$ cat src/rtl/dot11_tx_bit_encoder.sv
// dot11_tx_bit_encoder
//   Transmit bit pipeline for an OFDM PSDU: prepends the 16-bit SERVICE
//   field, scrambles (x^7+x^4+1), inserts 6 zero tail bits and scrambled
//   pad bits up to a whole number of OFDM symbols, then applies the K=7
//   rate-1/2 convolutional code (g0=133o -> A, g1=171o -> B).
// Ports:
//   clk, rstn                   clock, asynchronous active-low reset
//   start                       one-cycle pulse, only honoured in IDLE
//   pkt_len, n_dbps, scram_seed packet parameters, latched on start
//   byte_in/_valid/_ready       PSDU byte stream, LSB transmitted first
//   coded_out/_valid/_ready     coded pair {B,A} to the puncturer
//   busy, done, n_sym           status: active, end pulse, symbols emitted
module dot11_tx_bit_encoder #(
  parameter int LEN_W  = 12,
  parameter int DBPS_W = 9
) (
  input  logic              clk,
  input  logic              rstn,
  input  logic              start,
  input  logic [LEN_W-1:0]  pkt_len,
  input  logic [DBPS_W-1:0] n_dbps,
  input  logic [6:0]        scram_seed,
  input  logic [7:0]        byte_in,
  input  logic              byte_in_valid,
  output logic              byte_in_ready,
  output logic [1:0]        coded_out,
  output logic              coded_out_valid,
  input  logic              coded_out_ready,
  output logic              busy,
  output logic              done,
  output logic [DBPS_W-1:0] n_sym
);

  localparam int CNT_W = LEN_W + 3;

  typedef enum logic [2:0] {
    ST_IDLE    = 3'd0,
    ST_SERVICE = 3'd1,
    ST_DATA    = 3'd2,
    ST_TAIL    = 3'd3,
    ST_PAD     = 3'd4,
    ST_FLUSH   = 3'd5,
    ST_DONE    = 3'd6
  } state_e;

  state_e            state_q, state_d;
  logic [LEN_W-1:0]  len_q, len_d;
  logic [DBPS_W-1:0] dbps_q, dbps_d;
  logic [6:0]        scr_q, scr_d;
  logic [5:0]        enc_q, enc_d;     // enc_q[0] = d1 ... enc_q[5] = d6
  logic [CNT_W-1:0]  cnt_q, cnt_d;     // bit index within the current state
  logic [DBPS_W-1:0] sym_q, sym_d;
  logic [DBPS_W-1:0] nsym_q, nsym_d;
  logic [7:0]        byte_q, byte_d;
  logic [1:0]        pair_q, pair_d;
  logic              valid_q, valid_d;
  logic              busy_q, busy_d;
  logic              done_q, done_d;

  logic out_free_s, run_s, src_ok_s, step_s;
  logic raw_s, fb_s, u_s, a_s, b_s;
  logic sym_last_s, data_last_s;

  // Step qualification, scrambler/encoder datapath for the current bit.
  always_comb begin
    out_free_s = !valid_q || coded_out_ready;
    case (state_q)
      ST_SERVICE, ST_DATA, ST_TAIL, ST_PAD: run_s = 1'b1;
      default:                              run_s = 1'b0;
    endcase
    // In DATA at bit 0 the bit comes straight from byte_in.
    if (state_q == ST_DATA && cnt_q[2:0] == 3'd0) begin
      src_ok_s = byte_in_valid;
      raw_s    = byte_in[0];
    end else if (state_q == ST_DATA) begin
      src_ok_s = 1'b1;
      raw_s    = byte_q[cnt_q[2:0]];
    end else begin
      src_ok_s = 1'b1;
      raw_s    = 1'b0;
    end
    step_s        = run_s && out_free_s && src_ok_s;
    byte_in_ready = (state_q == ST_DATA) && (cnt_q[2:0] == 3'd0) && out_free_s;
    fb_s = scr_q[6] ^ scr_q[3];
    // Tail bits still clock the scrambler but enter the encoder as zero.
    if (state_q == ST_TAIL) begin
      u_s = 1'b0;
    end else begin
      u_s = raw_s ^ fb_s;
    end
    a_s = u_s ^ enc_q[1] ^ enc_q[2] ^ enc_q[4] ^ enc_q[5];
    b_s = u_s ^ enc_q[0] ^ enc_q[1] ^ enc_q[2] ^ enc_q[5];
    sym_last_s  = (sym_q == (dbps_q - DBPS_W'(1)));
    data_last_s = (cnt_q == ({len_q, 3'b000} - CNT_W'(1)));
  end

  // Next-state logic: per-step datapath updates, then state sequencing.
  always_comb begin
    state_d = state_q;
    len_d   = len_q;
    dbps_d  = dbps_q;
    scr_d   = scr_q;
    enc_d   = enc_q;
    cnt_d   = cnt_q;
    sym_d   = sym_q;
    nsym_d  = nsym_q;
    byte_d  = byte_q;
    pair_d  = pair_q;
    valid_d = valid_q;
    busy_d  = busy_q;
    done_d  = 1'b0;

    if (step_s) begin
      scr_d   = {scr_q[5:0], fb_s};
      enc_d   = {enc_q[4:0], u_s};
      pair_d  = {b_s, a_s};
      valid_d = 1'b1;
      if (sym_last_s) begin
        sym_d  = {DBPS_W{1'b0}};
        nsym_d = nsym_q + DBPS_W'(1);
      end else begin
        sym_d  = sym_q + DBPS_W'(1);
        nsym_d = nsym_q;
      end
    end else if (coded_out_ready) begin
      valid_d = 1'b0;
    end else begin
      valid_d = valid_q;
    end

    if (step_s && state_q == ST_DATA && cnt_q[2:0] == 3'd0) begin
      byte_d = byte_in;
    end else begin
      byte_d = byte_q;
    end

    case (state_q)
      ST_IDLE: begin
        if (start) begin
          len_d   = pkt_len;
          dbps_d  = n_dbps;
          scr_d   = (scram_seed == 7'h00) ? 7'h7F : scram_seed;
          enc_d   = 6'd0;
          cnt_d   = {CNT_W{1'b0}};
          sym_d   = {DBPS_W{1'b0}};
          nsym_d  = {DBPS_W{1'b0}};
          busy_d  = 1'b1;
          state_d = ST_SERVICE;
        end else begin
          state_d = ST_IDLE;
        end
      end
      ST_SERVICE: begin
        if (step_s && cnt_q == CNT_W'(15)) begin
          cnt_d   = {CNT_W{1'b0}};
          state_d = (len_q != {LEN_W{1'b0}}) ? ST_DATA : ST_TAIL;
        end else if (step_s) begin
          cnt_d = cnt_q + CNT_W'(1);
        end else begin
          cnt_d = cnt_q;
        end
      end
      ST_DATA: begin
        if (step_s && data_last_s) begin
          cnt_d   = {CNT_W{1'b0}};
          state_d = ST_TAIL;
        end else if (step_s) begin
          cnt_d = cnt_q + CNT_W'(1);
        end else begin
          cnt_d = cnt_q;
        end
      end
      ST_TAIL: begin
        // The 6th tail bit may itself close the symbol; then no pad is needed.
        if (step_s && cnt_q == CNT_W'(5)) begin
          cnt_d   = {CNT_W{1'b0}};
          state_d = sym_last_s ? ST_FLUSH : ST_PAD;
        end else if (step_s) begin
          cnt_d = cnt_q + CNT_W'(1);
        end else begin
          cnt_d = cnt_q;
        end
      end
      ST_PAD: begin
        if (step_s && sym_last_s) begin
          state_d = ST_FLUSH;
        end else begin
          state_d = ST_PAD;
        end
      end
      ST_FLUSH: begin
        if (out_free_s) begin
          busy_d  = 1'b0;
          done_d  = 1'b1;
          state_d = ST_DONE;
        end else begin
          state_d = ST_FLUSH;
        end
      end
      ST_DONE: begin
        state_d = ST_IDLE;
      end
      default: begin
        state_d = ST_IDLE;
        busy_d  = 1'b0;
        valid_d = 1'b0;
      end
    endcase
  end

  // State and output registers.
  always_ff @(posedge clk or negedge rstn) begin
    if (!rstn) begin
      state_q <= ST_IDLE;
      len_q   <= {LEN_W{1'b0}};
      dbps_q  <= {DBPS_W{1'b0}};
      scr_q   <= 7'd0;
      enc_q   <= 6'd0;
      cnt_q   <= {CNT_W{1'b0}};
      sym_q   <= {DBPS_W{1'b0}};
      nsym_q  <= {DBPS_W{1'b0}};
      byte_q  <= 8'd0;
      pair_q  <= 2'd0;
      valid_q <= 1'b0;
      busy_q  <= 1'b0;
      done_q  <= 1'b0;
    end else begin
      state_q <= state_d;
      len_q   <= len_d;
      dbps_q  <= dbps_d;
      scr_q   <= scr_d;
      enc_q   <= enc_d;
      cnt_q   <= cnt_d;
      sym_q   <= sym_d;
      nsym_q  <= nsym_d;
      byte_q  <= byte_d;
      pair_q  <= pair_d;
      valid_q <= valid_d;
      busy_q  <= busy_d;
      done_q  <= done_d;
    end
  end

  assign coded_out       = pair_q;
  assign coded_out_valid = valid_q;
  assign busy            = busy_q;
  assign done            = done_q;
  assign n_sym           = nsym_q;

endmodule
$ cat config.mk
export PLATFORM = sky130hd
export DESIGN_NAME = dot11_tx_bit_encoder
export DESIGN_NICKNAME = d
export VERILOG_FILES = /design/src/rtl/dot11_tx_bit_encoder.sv
export SDC_FILE = /design/constraint.sdc
export NUM_CORES = 1
export LEC_CHECK = 0
export CAP_MARGIN = 20
export CORE_MARGIN = 2
export CORE_UTILIZATION = 50
export CTS_CLUSTER_DIAMETER = 200
export CTS_CLUSTER_SIZE = 14
export DETAILED_ROUTE_END_ITERATION = 7
export PLACE_DENSITY = 0.72
export SLEW_MARGIN = 15
export SYNTH_ARGS = -nofsm -noshare
export SYNTH_HDL_FRONTEND = slang
export SYNTH_SLANG_ARGS = --single-unit
$ cat constraint.sdc
create_clock -name clk -period 3.3 [get_ports clk]
set_clock_uncertainty 0.05 [all_clocks]
set_input_delay 0.33 -clock clk [delete_from_list [all_inputs] [get_ports clk]]
set_output_delay 0.33 -clock clk [all_outputs]
set_load 0.005 [all_outputs]
==> results.py <==
metrics = {
    "yosys": {
        "netlist_area_um2": 4860,
        "synth_fp_nets": 598,
        "ys.flop_type": "dfrtp_1",
        "synth-edff-count": 0,
        "async_reset_ff_share_pct": 100,
        "ys_warn_count": 0,
        "syn_avg_cell_area_um2": 8.83,
        "ys_seq_elements": 83,
        "synth_seq_area_share_pct": 42.8,
        "synth_cell_type_count": 70,
        "netlist_instances": 550,
    },
    "sta": {
        "fin_setup_tns_ns": 0,
        "holdWs_ns": -0.0768,
        "slew_headroom_pct": 40.7,
        "timing.final.ws_setup_ns": 0.359,
        "post-route-period-util_pct": 89.1,
        "rsz0062_at_grt": "false",
        "period_minus_slack_ns": 2.94,
        "final_hold_viol_count": 80,
        "worst_slew_pin_slew_ns": 0.878,
        "slew_viol_final": 0,
        "fmax_ghz": 0.340,
        "setup_viol": 0,
    },
    "final_layout": {
        "layout_commonest_cell": "nand2_1",
        "seq_area_um2": 2080,
        "area_growth_pct": 19.3,
        "multiInputGateArea_um2": 2600,
        "drive_above_1_share_pct": 9.59,
        "num-fill-cells": 822,
        "fin_util_pct": 62.1,
        "antennaDiodeCount": 0,
        "final_nets": 648,
        "final_cell_mix": "118 x nand2_1, 83 x dfrtp_1, 54 x clkdlybuf4s50_1",
    },
    "critical_path": {
        "critical_path_class": "flop to flop",
        "crit_start": "state_q[2]",
        "reg2regPathDepth": 8,
        "r2r_end": "cnt_q[4]",
        "crit_path_start_kind": "flop",
        "r2r_start": "state_q[2]",
        "critical_path_arrival_ns": 3.16,
        "endpoint_kind": "flop",
        "crit_path_end": "cnt_q[4]",
        "critPathMaxFanout": 17,
        "r2r_setup_slack_ns": 0.36,
        "required_ns": 3.52,
    },
    "global_route": {
        "grt_pass1_wl_mm": 19.7,
        "grt_max_degree": 84,
        "grt_pass1_vias": 4063,
        "overflow": 0,
        "antenna_found_initial": 0,
        "grt.total_usage_pct": 24.2,
    },
    "drt": {
        "drc_errors": 0,
        "firstDrtPassIters": 5,
        "ant_nets": 0,
        "vias": 4220,
        "finalWirelength_mm": 11.7,
        "drt-vias-per-instance": 5.75,
        "routedWlPerCell_um": 16.0,
        "drt-initial-drc-count": 222,
    },
    "clock_network": {
        "cts_tree": "built",
        "cts_made_buffers": 9,
        "cts_resized": 0,
        "cts_root_buf": "clkbuf_8",
        "clock_sinks": 83,
        "h-tree-depth": 3,
        "clock_path_buffers": 2,
        "clkTransAtPathRegs_ns": 0.10,
        "cts_hold_buf": 0,
        "cts_setup_buffers": 0,
        "insertion_delay_ns": 0.38,
    },
    "flow_run": {
        "drv_cap": 0,
    },
    "status": {
        "violations": "negative hold slack",
        "status": "finished with violations",
    },
    "floorplanning": {
        "die_h_um": 103,
        "initial_core_util_pct": 52.1,
        "ios": 56,
        "die_w_um": 103,
        "rows": 35,
        "dieArea_um2": 10500,
        "core_area_um2": 9330,
    },
    "power_and_ir_drop": {
        "peakVddDrop_uv": 526,
        "p_sw_mw": 1.48,
        "power_mw": 3.94,
        "p_seq_share_pct": 41.7,
        "p_int_mw": 2.46,
        "cellPowerDensity_nw_per_um2": 680,
        "p_leak_nw": 2.50,
        "swShare_pct": 37.5,
        "power.share.clock_pct": 24.0,
        "p_comb_share_pct": 34.4,
    },
    "place": {
        "globalplace.congestion": 0.863,
        "dp_hpwl_mm": 8.32,
        "dp_slack_ns": 0.296,
        "io_buffers": 55,
    },
    "min_path": {
        "min_path_type": "input port to async pin",
    },
}
==> Yosys cell counts (3+ instances only) <==
master	number	share of area (%)
a21oi_1	21	2.2
a31oi_1	10	1.3
and2_1	3	0.39
and3_1	5	0.64
and3b_1	3	0.54
and4_1	5	0.90
buf_2	3	0.31
clkbuf_1	21	1.6
dfrtp_1	83	43
ha_1	7	1.8
inv_1	17	1.3
mux2_2	8	1.9
nand2_1	118	9.1
nand2b_1	3	0.39
nand3_1	16	1.6
nand3b_1	5	0.77
nand4_1	10	1.3
nor2_1	32	2.5
nor3_1	14	1.4
nor3b_1	3	0.46
nor4_1	6	0.77
o211ai_1	4	0.62
o21a_1	3	0.46
o21ai_0	31	3.2
o21ai_1	4	0.41
or2_2	3	0.39
or3_1	12	1.5
or4_1	3	0.46
xnor2_1	17	3.1
xor2_1	23	4.1
==> worst max-delay path: stages (launching register included) <==
cell and delay [ns]:
dfrtp_1 0.66, nor3_1 0.17, nor4_1 0.52, nand3_1 0.16, o41ai_2 0.39, nand4_2 0.34, buf_4 0.28, o211ai_2 0.15
o41ai_2 0.09
==> registers in the layout, indices dropped and copies added (netlist names) <==
signal           cells
len_q               12
coded_out_valid      1
cnt_q               15
state_q              3
byte_q               8
done                 1
n_sym                9
enc_q                6
sym_q                9
busy                 1
scr_q                7
coded_out            2
dbps_q               9
==> worst min-delay path by stage <==
stage	startpoint	endpoint	slack, ns
6_report	rstn	cnt_q[9]	-0.08
5_1_grt	rstn	cnt_q[9]	0.008
4_1_cts	rstn	cnt_q[10]	0.13
3_5_place_dp	coded_out[0]	coded_out[0]	0.43
3_3_place_gp	coded_out[1]	coded_out[1]	0.42
2_1_floorplan	rstn	busy	-0.02
==> routing by layer <==
metal	global-route usage [%]	up-vias	part of all wire, %
met5	0	-	0
met4	7.90	0	1.2
met3	5.42	11	5.1
met2	38.5	132	48
met1	33.2	2036	46
li1	-	2041	-
==> per-stage QoR <==
| stage | cell area [um2] | instances |
|---|---|---|
| floorplan | 4860 | 550 |
| global placement | 5540 | 718 |
| detailed placement | 5540 | 718 |
| CTS | 5790 | 734 |
| global route | 5800 | 734 |
| finish | 5800 | 734 |
==> layout make-up <==
class / count / share of cell area (%)
Clock inverter: 6 / 2.05
Sequential cell: 83 / 35.8
Clock buffer: 10 / 2.37
Timing Repair Buffer: 66 / 10.9
Inverter: 17 / 1.10
Tap cell: 129 / 2.78
Multi-Input combinational cell: 423 / 44.9
==> logic make-up after synthesis <==
family	count (synthesis)	share of synthesized area [%]
flops	83	42.8
simple gates	257	26.5
xor+xnor	40	7.21
buf+inv	44	3.79
mux	11	2.99
fa+ha+maj	7	1.80
compound gates	108	14.9
==> power groups by stage <==
stage | registers [mW] | logic (mW) | clock network, mW
after global routing | 1.68 | 1.54 | 1.01
after CTS | 1.63 | 1.35 | 0.962
final | 1.64 | 1.35 | 0.944
after floorplan | 1.52 | 1.05 | 0
after detailed placement | 1.65 | 1.34 | 0
after global placement | 1.64 | 1.30 | 0
(Power assumes the default switching activity.)
